File: config.mk
export PLATFORM = sky130hd
export DESIGN_NAME = result_collector
export DESIGN_NICKNAME = d
export VERILOG_FILES = /design/src/rtl/result_pkg.sv /design/src/rtl/requant_lane.sv /design/src/rtl/result_collector.sv
export SDC_FILE = /design/constraint.sdc
export NUM_CORES = 1
export LEC_CHECK = 0
export BUFFER_PORTS_ARGS = -buffer_cell sky130_fd_sc_hd__buf_2
export CAP_MARGIN = 40
export CORE_MARGIN = 2
export CORE_UTILIZATION = 34
export CTS_BUF_LIST = sky130_fd_sc_hd__clkbuf_16
export CTS_CLUSTER_SIZE = 28
export DETAILED_ROUTE_END_ITERATION = 12
export PLACE_DENSITY_LB_ADDON = 0.2
export SETUP_SLACK_MARGIN = 0.15
export SLEW_MARGIN = 20
export SYNTH_ARGS = -nofsm -noshare
export SYNTH_HDL_FRONTEND = slang
export SYNTH_HIERARCHICAL = 1
export SYNTH_SLANG_ARGS = --single-unit
File: constraint.sdc
create_clock -name clk -period 9.97 [get_ports clk]
set_clock_uncertainty 0.05 [all_clocks]
set_input_delay 0.4985 -clock clk [delete_from_list [all_inputs] [get_ports clk]]
set_output_delay 0.4985 -clock clk [all_outputs]
set_load 0.01 [all_outputs]
File: src/rtl/result_pkg.sv
// Shared definitions for the result collector: FSM encoding, saturation
// bounds for the quantized lane width, and the row packing helper.
package result_pkg;

    localparam int Q_W     = 8;   // quantized lane width (signed)
    localparam int Q_ACC_W = 16;  // accumulator width (signed)
    localparam int Q_LANES = 4;   // lanes per packed row

    // Saturation window for a signed Q_W-bit result.
    localparam int QMAX = (1 << (Q_W - 1)) - 1;
    localparam int QMIN = -(1 << (Q_W - 1));

    typedef enum logic [1:0] {
        IDLE    = 2'd0,
        COLLECT = 2'd1,
        DRAIN   = 2'd2
    } state_e;

    // Lane 0 lands in the LSBs, the last lane in the MSBs.
    function automatic logic [Q_LANES*Q_W-1:0] pack_row(input logic [Q_W-1:0] lanes [Q_LANES]);
        logic [Q_LANES*Q_W-1:0] row;
        row = '0;
        for (int i = 0; i < Q_LANES; i++) begin
            row[i*Q_W +: Q_W] = lanes[i];
        end
        return row;
    endfunction

endpackage

File: src/rtl/requant_lane.sv
// Per-lane requantizer: optional ReLU, arithmetic (floor) right shift,
// then saturation into the signed quantized range.
module requant_lane
    import result_pkg::*;
#(
    parameter int ACC_W = Q_ACC_W
) (
    input  logic signed [ACC_W-1:0] acc_i,
    input  logic                    relu_en_i,
    input  logic [3:0]              shift_i,
    output logic [Q_W-1:0]          q_o
);

    localparam logic signed [ACC_W-1:0] SAT_HI = ACC_W'(QMAX);
    localparam logic signed [ACC_W-1:0] SAT_LO = ACC_W'(QMIN);

    logic signed [ACC_W-1:0] x;
    logic signed [ACC_W-1:0] y;

    // Clamp, shift and saturate; the shift keeps the sign so negatives floor.
    always_comb begin
        x = (relu_en_i && acc_i[ACC_W-1]) ? '0 : acc_i;
        y = x >>> shift_i;
        if (y > SAT_HI) begin
            q_o = SAT_HI[Q_W-1:0];
        end else if (y < SAT_LO) begin
            q_o = SAT_LO[Q_W-1:0];
        end else begin
            q_o = y[Q_W-1:0];
        end
    end

endmodule

File: src/rtl/result_collector.sv
// Result collector: requantizes four MAC lanes, aligns skewed lane strobes
// into packed rows, buffers rows in a show-ahead FIFO and drains them over a
// valid/ready handshake, pulsing done once the whole layer has left.
module result_collector
    import result_pkg::*;
#(
    parameter int W          = Q_W,
    parameter int ACC_W      = Q_ACC_W,
    parameter int N_MACS     = Q_LANES,
    parameter int FIFO_DEPTH = 4,
    parameter int ROW_CNT_W  = 8
) (
    input  logic                    clk,
    input  logic                    rst,
    input  logic                    start,
    input  logic                    clear_all,
    input  logic [ROW_CNT_W-1:0]    rows_total,
    input  logic                    relu_en,
    input  logic [3:0]              shift,
    input  logic signed [ACC_W-1:0] acc_in_0,
    input  logic signed [ACC_W-1:0] acc_in_1,
    input  logic signed [ACC_W-1:0] acc_in_2,
    input  logic signed [ACC_W-1:0] acc_in_3,
    input  logic [N_MACS-1:0]       valid_in,
    output logic                    res_valid,
    input  logic                    res_ready,
    output logic [N_MACS*W-1:0]     res_data,
    output logic [ROW_CNT_W-1:0]    res_addr,
    output logic                    busy,
    output logic                    done,
    output logic                    overflow,
    output logic                    lane_err
);

    localparam int AW = $clog2(FIFO_DEPTH);
    localparam logic [AW:0] CNT_FULL = (AW+1)'(FIFO_DEPTH);

    // FSM and configuration
    state_e                 state_q, state_d;
    logic [ROW_CNT_W-1:0]   rows_total_q, rows_total_d;
    logic                   relu_q, relu_d;
    logic [3:0]             shift_q, shift_d;

    // Row counters: rows_done counts pushed plus dropped rows
    logic [ROW_CNT_W-1:0]   rows_done_q, rows_done_d;
    logic [ROW_CNT_W-1:0]   rows_popped_q, rows_popped_d;

    // Lane alignment
    logic signed [ACC_W-1:0] acc_arr [N_MACS];
    logic [W-1:0]           q_lane [N_MACS];
    logic [W-1:0]           lane_q [N_MACS];
    logic [N_MACS-1:0]      pending_q, pending_d;
    logic [N_MACS-1:0]      capture;

    // Row FIFO (pointers carry one extra wrap bit)
    logic [N_MACS*W-1:0]    fifo_mem [FIFO_DEPTH];
    logic [AW:0]            wr_ptr_q, wr_ptr_d;
    logic [AW:0]            rd_ptr_q, rd_ptr_d;
    logic [AW:0]            fifo_count;
    logic                   fifo_empty, fifo_full;

    // Status
    logic                   overflow_q, overflow_d;
    logic                   lane_err_q, lane_err_d;
    logic                   done_q, done_d;

    logic                   collecting, row_push, push_accept, row_drop, pop, err_hit;

    assign acc_arr[0] = acc_in_0;
    assign acc_arr[1] = acc_in_1;
    assign acc_arr[2] = acc_in_2;
    assign acc_arr[3] = acc_in_3;

    generate
        for (genvar gi = 0; gi < N_MACS; gi++) begin : g_lane
            requant_lane #(.ACC_W(ACC_W)) u_requant (
                .acc_i     (acc_arr[gi]),
                .relu_en_i (relu_q),
                .shift_i   (shift_q),
                .q_o       (q_lane[gi])
            );
        end
    endgenerate

    assign fifo_count = wr_ptr_q - rd_ptr_q;
    assign fifo_empty = (fifo_count == '0);
    assign fifo_full  = (fifo_count == CNT_FULL);

    assign collecting  = (state_q == COLLECT);
    assign capture     = collecting ? valid_in : '0;
    assign row_push    = collecting && (&pending_q);
    assign pop         = !fifo_empty && res_ready;
    // A full FIFO still takes a row when a pop frees a slot on the same edge.
    assign push_accept = row_push && (!fifo_full || pop);
    assign row_drop    = row_push && fifo_full && !pop;
    assign err_hit     = collecting && !row_push && (|(valid_in & pending_q));

    assign res_valid = !fifo_empty;
    assign res_data  = fifo_empty ? '0 : fifo_mem[rd_ptr_q[AW-1:0]];
    assign res_addr  = rows_popped_q;
    assign busy      = (state_q != IDLE);
    assign done      = done_q;
    assign overflow  = overflow_q;
    assign lane_err  = lane_err_q;

    // Next-state logic for the FSM, counters, FIFO pointers and sticky flags.
    always_comb begin
        state_d       = state_q;
        rows_total_d  = rows_total_q;
        relu_d        = relu_q;
        shift_d       = shift_q;
        rows_done_d   = rows_done_q + ROW_CNT_W'(row_push);
        rows_popped_d = rows_popped_q + ROW_CNT_W'(pop);
        wr_ptr_d      = wr_ptr_q + (AW+1)'(push_accept);
        rd_ptr_d      = rd_ptr_q + (AW+1)'(pop);
        pending_d     = collecting ? ((pending_q & {N_MACS{~row_push}}) | valid_in) : pending_q;
        overflow_d    = overflow_q | row_drop;
        lane_err_d    = lane_err_q | err_hit;
        done_d        = 1'b0;

        case (state_q)
            IDLE: begin
                if (start) begin
                    rows_total_d  = rows_total;
                    relu_d        = relu_en;
                    shift_d       = shift;
                    rows_done_d   = '0;
                    rows_popped_d = '0;
                    pending_d     = '0;
                    overflow_d    = 1'b0;
                    lane_err_d    = 1'b0;
                    state_d       = (rows_total == '0) ? DRAIN : COLLECT;
                end
            end
            COLLECT: begin
                if (rows_done_d == rows_total_q) begin
                    state_d = DRAIN;
                end
            end
            DRAIN: begin
                // Leave as soon as the last pop empties the FIFO.
                if (wr_ptr_d == rd_ptr_d) begin
                    state_d = IDLE;
                    done_d  = 1'b1;
                end
            end
            default: begin
                state_d = IDLE;
            end
        endcase

        // Flush wins over every transition, including a same-cycle start.
        if (clear_all) begin
            state_d       = IDLE;
            rows_done_d   = '0;
            rows_popped_d = '0;
            wr_ptr_d      = '0;
            rd_ptr_d      = '0;
            pending_d     = '0;
            overflow_d    = 1'b0;
            lane_err_d    = 1'b0;
            done_d        = 1'b0;
        end
    end

    // Control, counter and status registers.
    always_ff @(posedge clk or negedge rst) begin
        if (!rst) begin
            state_q       <= IDLE;
            rows_total_q  <= '0;
            relu_q        <= 1'b0;
            shift_q       <= '0;
            rows_done_q   <= '0;
            rows_popped_q <= '0;
            wr_ptr_q      <= '0;
            rd_ptr_q      <= '0;
            pending_q     <= '0;
            overflow_q    <= 1'b0;
            lane_err_q    <= 1'b0;
            done_q        <= 1'b0;
        end else begin
            state_q       <= state_d;
            rows_total_q  <= rows_total_d;
            relu_q        <= relu_d;
            shift_q       <= shift_d;
            rows_done_q   <= rows_done_d;
            rows_popped_q <= rows_popped_d;
            wr_ptr_q      <= wr_ptr_d;
            rd_ptr_q      <= rd_ptr_d;
            pending_q     <= pending_d;
            overflow_q    <= overflow_d;
            lane_err_q    <= lane_err_d;
            done_q        <= done_d;
        end
    end

    // Lane holding registers: a strobe (re)loads the requantized value.
    always_ff @(posedge clk or negedge rst) begin
        if (!rst) begin
            for (int i = 0; i < N_MACS; i++) begin
                lane_q[i] <= '0;
            end
        end else begin
            for (int i = 0; i < N_MACS; i++) begin
                if (capture[i]) begin
                    lane_q[i] <= q_lane[i];
                end
            end
        end
    end

    // Row storage; read side is combinational so the head row is shown ahead.
    always_ff @(posedge clk) begin
        if (push_accept) begin
            fifo_mem[wr_ptr_q[AW-1:0]] <= pack_row(lane_q);
        end
    end

endmodule

== Yosys cells after proc, flatten, opt, wreduce, memory -nomap -nowiden ==
Memories as Yosys holds them, arrays and structs flattened.
Index checks and enable logic that the tools add are counted.

* Bits in registers: 76
* Memory bits (writable): 128
* Input bits: 86
* Output and inout port bits: 45
* Word-level logic and storage cells: 115
* Memories kept: 1

* Add/subtract/negate cells: 5
* Order comparisons: 8
* Equal/unequal tests: 8
* Shifts and indexed selects: 4
* Muxes and demuxes: 43
* Bitwise logic cells: 6
* Reductions and logical operators: 24

{| class="wikitable"
|+ Memories
! name !! words !! width !! read ports !! clocked after memory_dff !! wr ports !! RTL line !! RTL
|-
| fifo_mem || 4 || 32 || 1 || 0 || 1 || result_collector.sv:56 || <nowiki>logic [N_MACS*W-1:0] fifo_mem [FIFO_DEPTH];</nowiki>
|}

{| class="wikitable"
|+ Operators with widths
! kind !! count
|-
| two-way mux 8 bit || 14
|-
| greater-than comparator 16 x 8 -> 1 bit (second input constant) || 4
|-
| < comparator 16 x 8 -> 1 bit (second input constant) || 4
|-
| two-way mux 16 bit || 4
|-
| >>> shifter 16 x 4 -> 16 bit || 4
|-
| two-way mux 32 bit || 1
|-
| two-way mux 4 bit || 5
|-
| adder 8 x 1 -> 8 bit || 2
|-
| logical AND 1 bit || 11
|-
| two-way mux 1 bit || 11
|-
| two-way mux 2 bit || 5
|-
| AND 4 bit || 2
|-
| == test 8 bit || 1
|-
| zero test 8 bit || 1
|-
| adder 3 x 1 -> 3 bit || 2
|-
| two-way mux 3 bit || 2
|-
| inequality test 3 bit (second input constant) || 2
|-
| one-hot mux 2 bit (3 select lines) || 1
|-
| zero test 1 bit || 4
|-
| OR 4 bit || 1
|-
| AND reduction 4 bit || 1
|-
| OR reduction 4 bit || 1
|-
| == test 3 bit || 1
|-
| == test 3 bit (second input constant) || 1
|-
| other kinds (12) || 13
|}

== Longest topological paths before layout ==
Gate-level depths: netlist (run 1).

* Depth after elaboration: 11
* Mapped depth: 17
* Mapped depth without buffers: 14

== Hierarchy ==
Netlist (run 1), hierarchy kept.

{| class="wikitable"
|+ By module, submodules not included
! module !! times used !! cells each !! area an instance (sq um) !! seq. area each (sq um)
|-
| result_collector || 1 || 466 || 8,216.6 || 5,745.5
|-
| requant_lane || 4 || 117 || 917.1 || 0.0
|}

== Least setup slack after synthesis (run 1) ==
Ideal clock, no wire load.

* Path type: register to register
* Start point: reg rd_ptr_q[1]
* End point: mem fifo_mem[0][0] in the netlist's numbering, enable pin
* Setup time: 0.461 ns
* Arrival time: 3.790 ns
* Data required time: 9.459 ns
* Path slack: 5.669 ns
* Cell stages (with the launch flop): 10
* Buffers on the path: 2
* Clock period less this slack: 4.301 ns
* Cells stage by stage: dfrtp_1 > buf_2 > clkbuf_1 > inv_1 > ha_1 > nor2b_1 > xnor2_1 > nor3_1 > nand2b_2 > nor3_1

* Longest elaborated chain between the ends: 8
* Elaborated cells on any way between the ends: 10
* Those cells by class: 1 x add/sub; 1 x eq/ne; 2 x mux; 6 x reduce/logical

{| class="wikitable"
|+ Ends and longest elaborated chain
! what !! RTL line !! RTL
|-
| start, declared || result_collector.sv:58 || <nowiki>logic [AW:0] rd_ptr_q, rd_ptr_d;</nowiki>
|-
| start signal, assigned || result_collector.sv:189 || <nowiki>rd_ptr_q <= rd_ptr_d;</nowiki>
|-
| subtractor 3 bit * || result_collector.sv:85 || <nowiki>assign fifo_count = wr_ptr_q - rd_ptr_q;</nowiki>
|-
| zero test 3 bit || result_collector.sv:86 || <nowiki>assign fifo_empty = (fifo_count == '0);</nowiki>
|-
| zero test 1 bit || result_collector.sv:92 || <nowiki>assign pop = !fifo_empty && res_ready;</nowiki>
|-
| logical AND 1 bit || result_collector.sv:92 ||
|-
| logical OR 1 bit * || result_collector.sv:94 || <nowiki>assign push_accept = row_push && (!fifo_full || pop);</nowiki>
|-
| logical AND 1 bit * || result_collector.sv:94 ||
|-
| two-way mux 1 bit * || result_collector.sv:214 || <nowiki>if (push_accept) begin</nowiki>
|-
| two-way mux 1 bit (implied by the code) * || result_collector.sv:215 || <nowiki>fifo_mem[wr_ptr_q[AW-1:0]] <= pack_row(lane_q);</nowiki>
|-
| end, declared || result_collector.sv:56 ||
|}

Mark *: on every way between the ends. The rest lies on a longest branch, timed or not.

==> results of run 1 <==
## worst max path at each step
stage / start / to / slack, ps
final: shift_q[0] / lane_q[18] / 6500
after global routing: shift_q[0] / lane_q[19] / 6220
after CTS: rd_ptr_q[0] / res_data[28] / 6400
after detailed placement: shift_q[0] / lane_q[18] / 6490
after global placement: shift_q[1] / lane_q[13] / 6410
after floorplan: rd_ptr_q[1] / fifo_mem[0][0] / 5670
## area by class of cell
type                    count  area, µm²
fillers                  3348      20900
flip-flops and latches    204       5760
multi-input cells         636       5610
repair buffers            146        816
well taps                 455        569
clock buffers              22        551
clock inverters            18        123
inverters                  29        109
## cells by family (layout without fill, tap and decap cells)
kind of cell,count (synthesis),count (layout),share of synthesized area
adders and majority gates,10,10,0.0105
muxes,193,193,0.214
xor gates and xnor gates,29,29,0.0251
buffers and inverters,94,215,0.0453
DFF,204,204,0.483
AOI/OAI and AO/OA,160,160,0.104
and+or+nand+nor,244,244,0.118
## Yosys cell counts, types with 12 or more instances
master,instances
edfxtp_1,128
mux2_2,85
dfrtp_1,76
mux2i_1,68
nor2_1,52
nor2b_1,49
nand2_1,42
mux4_2,40
a21oi_1,30
buf_2,28
o21ai_0,25
inv_1,24
buf_6,19
a221o_1,16
nand2b_1,16
nand3_1,16
xor2_1,16
clkbuf_1,12
## registers in the layout, summed over array words and instances, names as in the netlist, 4 cells and up
name,cells
lane_q,32
rows_done_q,8
pending_q,4
res_addr,8
shift_q,4
fifo_mem,128
rows_total_q,8
## routing by layer
metal / share of wire / global-route usage / wire (µm)
met3: 0.031 / 0.0145 / 820
met2: 0.46 / 0.230 / 12200
met4: 0.015 / 0.0340 / 386
met5: 0 / 0 / 0
met1: 0.50 / 0.217 / 13200
## per-stage QoR
stage	worst slack, ps	power (mW)	hold slack, ps
floorplan	5670	1.82	153
global placement	6410	2.04	263
detailed placement	6490	2.06	264
CTS	6400	2.82	156
global route	6220	2.95	172
finish	6500	2.77	180
## report_power, final
group	switching, mW	total [mW]	internal, mW	leakage, nW
registers	0.134	1.19	1.05	2.10
clock network	0.321	0.751	0.429	0.343
logic	0.438	0.837	0.398	2.91
## timing repair
| action | 4_1_cts | 5_1_grt |
|---|---|---|
| hold buffers | 1 | 0 |
| hold endpoints to repair | 6 | 0 |
| buffers inserted | 0 | 0 |
| setup endpoints to repair | 0 | 0 |
==> run metrics, run 1 <==
RSZ-0062 raised after global routing false; Worst setup SP type flop; Synth Register Bits 204; Placement Cell Area about 13000 µm²; worst skew pair latency 500 ps; Final Setup Violations 0; register area share after synthesis 0.483; CTS tree built; worst slew pin tran 788 ps; crit path kind flop to flop; max-slew violations 0; cell leakage power 5.36 nW; most common cell after layout, fill and taps aside buf_2; Synth async-reset ratio 0.373; WP buf/inv 2; Period Utilization, post-route 0.348; CP max-delay cell buf_4; fin nets 1135; vias in the first global route 7705; post-layout min period 3470 ps; vias post-DR 7636; Residual DRC 0; cell count of the worst reg-to-reg path 8; Critical Path Sink Type flop; run status completed; prevailing post-synth register cell edfxtp_1; leading area contributor after synthesis edfxtp_1; worst reg2reg endpoint lane_q[18]; FF-to-FF setup slack 6500 ps; Via density 5.06; crit-path max cell delay 620 ps; WP depth 8; FF-to-FF Start shift_q[0]; Max-cap violations 0; initial DRC count between 400 and 500; Gate Count Post-Synth 934; number of CTS-inserted buffers 22; Mapped Area around 12000 µm²; row cnt 68; pwr dens ~200 nW/µm²; Required @ worst endpoint 10310 ps; P&R area growth vs syn 13.9%; post-synthesis cell type count 64; largest net degree at the start of global routing 80; hold worst-path end shift_q[3]; gp weighted congestion 0.827; Global Route Usage Sum 0.146; CTS Root Cell clkbuf_16; hpwl dp 18900 µm; Synth area leaders edfxtp_1 32%, dfrtp_1 16%, mux2_2 8.1%; Initial Utilization 0.345; Port Buffers 130; die area about 36000 µm²; Final Hold Viols 0; relative slew slack 0.475; die width 191 µm; post-route ant nets 0; most frequent cells in the layout 129 x buf_2, 128 x edfxtp_1, 85 x mux2_2; Critical Path AT 3810 ps; Non-Filler Instances 1510; layout cells sized above 1 0.330; Core ar. 34500 µm²; Routed WL per cell 17.6 µm; yosys synthesis warning count 6; maximum vdd drop between 0.0001 and 0.00015 V; Worst Path Max Fanout 69; die height around 190 µm; Remaining Overflow, GRT 0; Num Clock Sinks 204; Hold Path Cell Cnt 2; top-area cell type share of the netlist area 0.323; Util after Layout 0.393; initial antenna violation count 0; first-pass GRT wire length 42500 µm; design area 13500 µm²; Mean Syn Cell Area 12.7 µm²; HP Start shift[3]; n_diodes 0; Fin Setup TNS 0 ps; Max Clock Freq 288 MHz; CTS Buffer Depth 3; net count after synthesis 1030; clock-pin slew on the worst setup and hold paths 60 ps; Pre-Repair DR Iteration Count 5; H-tree levels 1; placed insts 1469; crit-path leading delay family buffers and inverters; Post-CTS Resized 0; EDFF count, synth approximately 130; I/O pins 131; final wirelength 26600 µm; worst min path class input port to flop; critical path cell sequence buf_4 > clkinv_1 > mux2i_1 > a2bb2oi_1 > nand4b_1 > o21a_1 > a221o_1 > mux2_2
Note: power is estimated with default switching activity, not from simulation.
==> run 2: changes to the inputs <==
Settings changed: ABC_AREA set to 1.
Clock period 9.97 ns to 3.3 ns, I/O delays scaled along.
==> run metrics, run 2 <==
run status completed; Worst Path Max Fanout 33 (-52%); FF-to-FF setup slack 540 ps (-5960 ps); I/O pins 131 (unchanged); Critical Path Sink Type output port; met1 Use GR 0.236 (+0.0195); die width 195 µm (+1.9%); worst skew pair latency 500 ps (about the same); H-tree levels 1 (unchanged); cell count of the worst reg-to-reg path 16 (+8); worst slew pin tran 701 ps (-86.2 ps); CP max-delay cell dfrtp_1; initial DRC count 573 (+17%); leading area contributor after synthesis edfxtp_1; Port Buffers 130 (unchanged); fin nets 1690 (+49%); first-pass GRT wire length 51100 µm (+20%); post-synthesis cell type count 46 (-28%); post-layout min period 2840 ps; Remaining Overflow, GRT 0 (unchanged); register area share after synthesis 0.465 (-0.0186); largest net degree at the start of global routing 67 (-16%); Max-cap violations 0 (unchanged); Critical Path AT 2630 ps (-1180 ps); CTS Buffer Depth 3 (unchanged); Residual DRC 0 (unchanged); die area 37900 µm² (+3.9%); most frequent cells in the layout 380 x nand2_1, 180 x nand3_1, 129 x buf_2; max reg flops 128 (unchanged); EDFF count, synth 128 (unchanged); number of CTS-inserted buffers 22 (unchanged); cell leakage power 6.38 nW (+19%); worst min path class input port to flop; design area 14200 µm² (+5.2%); CTS Root Cell clkbuf_16; crit-path max cell delay 440 ps (-180 ps); Gate Count Post-Synth 1468 (+57%); vias in the first global route 9831 (+28%); Final Hold Viols 0 (unchanged); Final Setup Violations 0 (unchanged); Synth Register Bits 204 (unchanged); Period Utilization, post-route 0.861; crit-path leading delay family buffers and inverters; Placement Cell Area 13300 µm² (+3.7%); maximum vdd drop 0.000339 V (+230%); Worst setup SP type flop; CTS tree built; gp weighted congestion 0.851 (+2.9%); Post-CTS Resized 0 (unchanged); Pre-Repair DR Iteration Count 7 (+2); critical path cell sequence ha_1 > a21oi_1 > xnor2_1 > nand3b_4 > buf_4 > nand2_1 > inv_1 > buf_2; Synth top cells by count 380 x nand2_1, 180 x nand3_1, 130 x nor2_1; RSZ-0062 raised after global routing false; net count after synthesis 1564 (+52%); Global Route Usage Sum 0.163 (+0.0173); Num Clock Sinks 204 (unchanged); Required @ worst endpoint 3080 ps (-7230 ps); M3 GR Usage 0.0168 (+0.00233); Mean Syn Cell Area 8.42 µm² (-34%); P&R area growth vs syn 15.2%; Initial Utilization 0.347 (+0.00179); n_diodes 0 (unchanged); grt met2 use 0.267 (+0.0362); initial antenna violation count 0 (unchanged); relative slew slack 0.532 (+0.0575); Synth area leaders edfxtp_1 31%, dfrtp_1 15%, nand2_1 12%; post-route ant nets 0 (unchanged); die height 195 µm (+1.9%); GR peak layer met2; Mapped Area 12400 µm² (+4.0%); hpwl dp 21700 µm (+15%); Core ar. 35700 µm² (+3.5%); row cnt 69 (+1.5%); max-slew violations 0 (unchanged); WP depth 8 (unchanged); prevailing post-synth register cell edfxtp_1; Routed WL per cell 15.0 µm (-15%); vias post-DR 10200 (+34%); WP buf/inv 3 (+1); yosys synthesis warning count 6 (unchanged); most common cell after layout, fill and taps aside nand2_1; most common cell in the netlist nand2_1; Hold Path Cell Cnt 5 (+3); Fin Setup TNS 0 ps (unchanged); Max Clock Freq 352 MHz; final wirelength 31000 µm (+17%); layout cells sized above 1 0.217 (-0.113); top-area cell type share of the netlist area 0.311 (-0.0125); Synth async-reset ratio 0.373 (unchanged); clock-pin slew on the worst setup and hold paths 70 ps (about the same); crit path kind flop to output port; Via density 4.94 (-2.3%); pwr dens 812 nW/µm² (+300%)
==> run 2: cell types whose count changed in the layout (fill, tap and decap cells not counted), moves of 60 or more <==
cell / delta
nor2_1: +74
nand3_2: +72
nand2_1: +338
mux2_2: -60
inv_1: +65
mux2i_1: -68
nand3_1: +164
==> run 2: cell type report <==
type                            instances  area (µm²)
Clock buffer                           23         576
Clock inverter                         17         136
Fill cell                            3655       21400
Inverter                              107         422
Multi-Input combinational cell       1083        5700
Sequential cell                       204        5750
Tap cell                              461         577
Timing Repair Buffer                  176        1080
==> run 2: tightest hold or removal path: cells and delay by family <==
family	cells	cell delay, ps
simple gates	3	200
buf+inv	2	180
==> run 2: what timing repair did <==
action                                  4_1_cts  5_1_grt
endpoints found under the setup margin        0        0
hold endpoints to repair                     80        6
hold buffers                                 15        1
setup buffers                                 0        0
==> run 2: cell families after synthesis <==
| kind of cell | share of synthesized area |
|---|---|
| flops | 0.465 |
| buf+inv | 0.0746 |
| compound gates | 0.0932 |
| mux | 0.0228 |
| fa+ha+maj | 0.0101 |
| xor+xnor | 0.00638 |
| simple gates | 0.328 |
==> run 2: layer usage <==
metal / up-vias / routed length, µm
met1: 4781 / 15300
met5: - / 0
met2: 168 / 14300
li1: 5252 / -
met3: 26 / 1040
met4: 0 / 450
==> run 2: worst paths after layout <==
| check | start | to |
|---|---|---|
| setup reg to reg | wr_ptr_q[1] | state_q[1] |
| min in group asynchronous | rst | rd_ptr_q[1] |
| hold reg to reg | lane_q[3] | fifo_mem[2][27] |
| hold / removal | valid_in[0] | lane_q[24] |
| setup / recovery | wr_ptr_q[1] | res_data[23] |
| max in group asynchronous | rst | lane_q[22] |
==> run 2: report_power, final <==
group / leakage, nW / switching (mW) / internal, mW
combinational: 3.94 / 3.41 / 1.94
sequential: 2.08 / 0.584 / 3.21
clock: 0.362 / 0.991 / 1.42
==> run 2: through the flow <==
step	cells	setup WS (ps)	utilization	hold slack (ps)	total power, mW
2_1_floorplan	1468	-158	-	-181	8.08
3_3_place_gp	2013	571	0.374	256	9.15
3_5_place_dp	2013	555	0.374	262	9.18
4_1_cts	2068	383	0.398	32.3	11.6
5_1_grt	2071	262	0.399	40.1	12.6
6_report	2071	458	0.399	39.0	11.6
==> run 3: changes to the inputs <==
Settings changed: CORE_ASPECT_RATIO set to 1.4, CTS_BUF_LIST sky130_fd_sc_hd__clkbuf_16 to unset, SYNTH_HIERARCHICAL 1 to unset.
==> run metrics, run 3 <==
CTS Root Cell clkbuf_16; row cnt 79 (+14%); net count after synthesis 1538 (-1.7%); Max Clock Freq 347 MHz (-1.3%); FF-to-FF setup slack 420 ps (-120 ps); Critical Path Sink Type flop; worst skew pair latency 510 ps (about the same); most common cell after layout, fill and taps aside nand2_1; Max-cap violations 0 (unchanged); Gate power share 0.445 (-0.018); largest net degree at the start of global routing 71 (+6.0%); number of CTS-inserted buffers 21 (-4.5%); CTS Buffer Depth 3 (unchanged); Period Utilization, post-route 0.873 (+0.0118); fin nets 1649 (-2.4%); Via density 4.98 (+0.93%); design area 13600 µm² (-4.8%); Remaining Overflow, GRT 0 (unchanged); worst min path class input port to asynchronous set/reset pin; Synth top cells by count 372 x nand2_1, 221 x nand3_1, 137 x o21ai_0; pwr dens 763 nW/µm² (-6.0%); Routed WL per cell 14.9 µm (-0.68%); Final Setup Violations 0 (unchanged); worst slew pin tran 712 ps (+11.0 ps); top-area cell type share of the netlist area 0.334 (+0.0236); die area 35300 µm² (-6.8%); hpwl dp 20300 µm (-6.6%); Gate Count Post-Synth 1442 (-1.8%); RSZ-0062 raised after global routing false; # fillers 3445 (-5.7%); vias post-DR 10000 (-1.8%); vias in the first global route 9664 (-1.7%); H-tree levels 1 (unchanged); Residual DRC 0 (unchanged); NetSw 4.34 mW (-13%); die height 222 µm (+14%); Clk network pwr share 0.215 (+0.006); FF-to-FF Start wr_ptr_q[0]; die width 159 µm (-18%); EDFF count, synth 128 (unchanged); crit path kind flop to flop; Synth Register Bits 204 (unchanged); cell leakage power 6.11 nW (-4.3%); relative slew slack 0.525 (-0.00730); Core ar. 33300 µm² (-6.6%); worst reg2reg endpoint state_q[0]; layout cells sized above 1 0.142 (-0.0752); gp weighted congestion 0.831 (-2.4%); Global Route Usage Sum 0.169 (+0.00531); Num Clock Sinks 204 (unchanged); Fin Setup TNS 0 ps (unchanged); post-route ant nets 0 (unchanged); most frequent cells in the layout 371 x nand2_1, 221 x nand3_1, 137 x o21ai_0; Required @ worst endpoint 3660 ps (+580 ps); yosys synthesis warning count 0 (-6); max reg flops 128 (unchanged); P_int 6.00 mW (-8.7%); CP endpoint state_q[0]; Mean Syn Cell Area 7.97 µm² (-5.4%); Port Buffers 130 (unchanged); first-pass GRT wire length 49500 µm (-3.1%); Switching Share 0.419 (-0.0119); most common cell in the netlist nand2_1; I/O pins 131 (unchanged); initial antenna violation count 1 (+1); Mapped Area 11500 µm² (-7.0%); Placement Cell Area 12700 µm² (-4.6%); worst setup path start wr_ptr_q[0]; Worst Path Max Fanout 3 (-91%); maximum vdd drop 0.000500 V (+47%); Synth area leaders edfxtp_1 33%, dfrtp_1 17%, nand2_1 12%; post-layout min period 2880 ps (+38.9 ps); Synth async-reset ratio 0.373 (unchanged); register area share after synthesis 0.500 (+0.0352); Reg power frac 0.340 (+0.012); CTS tree built; max-slew violations 0 (unchanged); cell count of the worst reg-to-reg path 17 (+1); post-synthesis cell type count 42 (-8.7%); P&R area growth vs syn 18.0%; Post-CTS Resized 0 (unchanged); final wirelength 30000 µm (-3.4%); Initial Utilization 0.345 (-0.00174); Critical Path AT 3240 ps (+610 ps); initial DRC count 647 (+13%); run status completed; Pre-Repair DR Iteration Count 5 (-2); Worst setup SP type flop; Final Hold Viols 0 (unchanged); clock-pin slew on the worst setup and hold paths 60 ps (about the same); prevailing post-synth register cell edfxtp_1; leading area contributor after synthesis edfxtp_1
## run 3: cell types whose count changed after synthesis, moves of 9 or more
cell / previous run / this run
nand3_1: 180 / 221
or2_2: 4 / 14
nor3_1: 3 / 12
buf_6: 12 / 0
a31oi_1: 17 / 5
buf_4: 11 / 1
a21boi_0: 1 / 15
o21ai_1: 26 / 1
clkbuf_1: 25 / 52
nand3_2: 72 / 0
nand2_2: 16 / 1
o21ai_0: 84 / 137
mux2_2: 25 / 2
## run 3: worst min-delay path by stage
| stage | depth (start not counted) | to | slack, ps | startpoint |
|---|---|---|---|---|
| after floorplan | 0 | done | -180 | rst |
| after global placement | 1 | rows_total_q[7] | 270 | rst |
| after detailed placement | 1 | rows_total_q[7] | -1 | rst |
| after CTS | 2 | rows_total_q[1] | 1 | rst |
| after global routing | 3 | state_q[0] | 50 | start |
| final | 2 | rows_total_q[1] | 30 | rst |
## run 3: routing by layer
metal  vias to the layer above  wire [µm]  track usage
met1                      4660      13800        0.230
met4                         0        465       0.0413
met5                         -          0            0
li1                       5115          -            -
met3                        32       1300       0.0148
met2                       231      14400        0.291
## run 3: cells by family (layout without fill, tap and decap cells)
family	Yosys count	after routing	synth area share
fa+ha+maj	10	10	0.0109
buf+inv	189	315	0.0648
simple gates	767	767	0.283
flops	204	204	0.500
other cells	0	1	0
xor+xnor	22	22	0.0180
mux	2	2	0.00196
compound gates	248	248	0.122
## run 3: cell type report
cell class	instances	area, µm²	area share
well taps	445	557	0.0411
inverters	104	390	0.0288
repair buffers	173	1130	0.0836
diodes	1	2.50	0.000185
clock inverters	8	52.6	0.00388
flip-flops and latches	204	5750	0.424
clock buffers	30	589	0.0435
multi-input cells	1049	5080	0.375
## run 3: metrics by stage
step	power, mW	cells	setup slack [ps]	hold slack, ps	util
after floorplan	6.94	1442	238	-181	-
after global placement	8.09	1955	356	272	0.381
after detailed placement	8.11	1956	309	-1.24	0.382
after CTS	10.4	2011	281	1.23	0.406
after global routing	11.2	2014	160	54.0	0.407
final	10.3	2014	419	29.7	0.407
## run 3: repair_timing
item | in CTS | in global routing
buffers inserted | 0 | 1
hold buffers | 17 | 0
hold endpoints to repair | 85 | 0
setup endpoints to repair | 0 | 2
## run 3: power groups by stage
stage	Combinational, mW	Clock, mW	Sequential, mW
floorplan	3.53	0	3.41
global placement	4.54	0	3.56
detailed placement	4.54	0	3.57
CTS	4.59	2.29	3.52
global route	5.28	2.37	3.56
finish	4.60	2.23	3.51
## run 3: worst max-delay path, cell delays in order, from the launching register on
cell and delay, ps:
dfrtp_1 370, inv_1 170, ha_1 180, inv_1 50, a21oi_2 120, xnor2_1 90
nand3b_1 180, nand2_1 90, nand4_1 150, nand2_4 100, inv_1 40, ha_1 170
ha_1 200, xnor2_2 180, xnor2_1 140, nand3_1 100, nor3b_2 180, o31ai_1 240
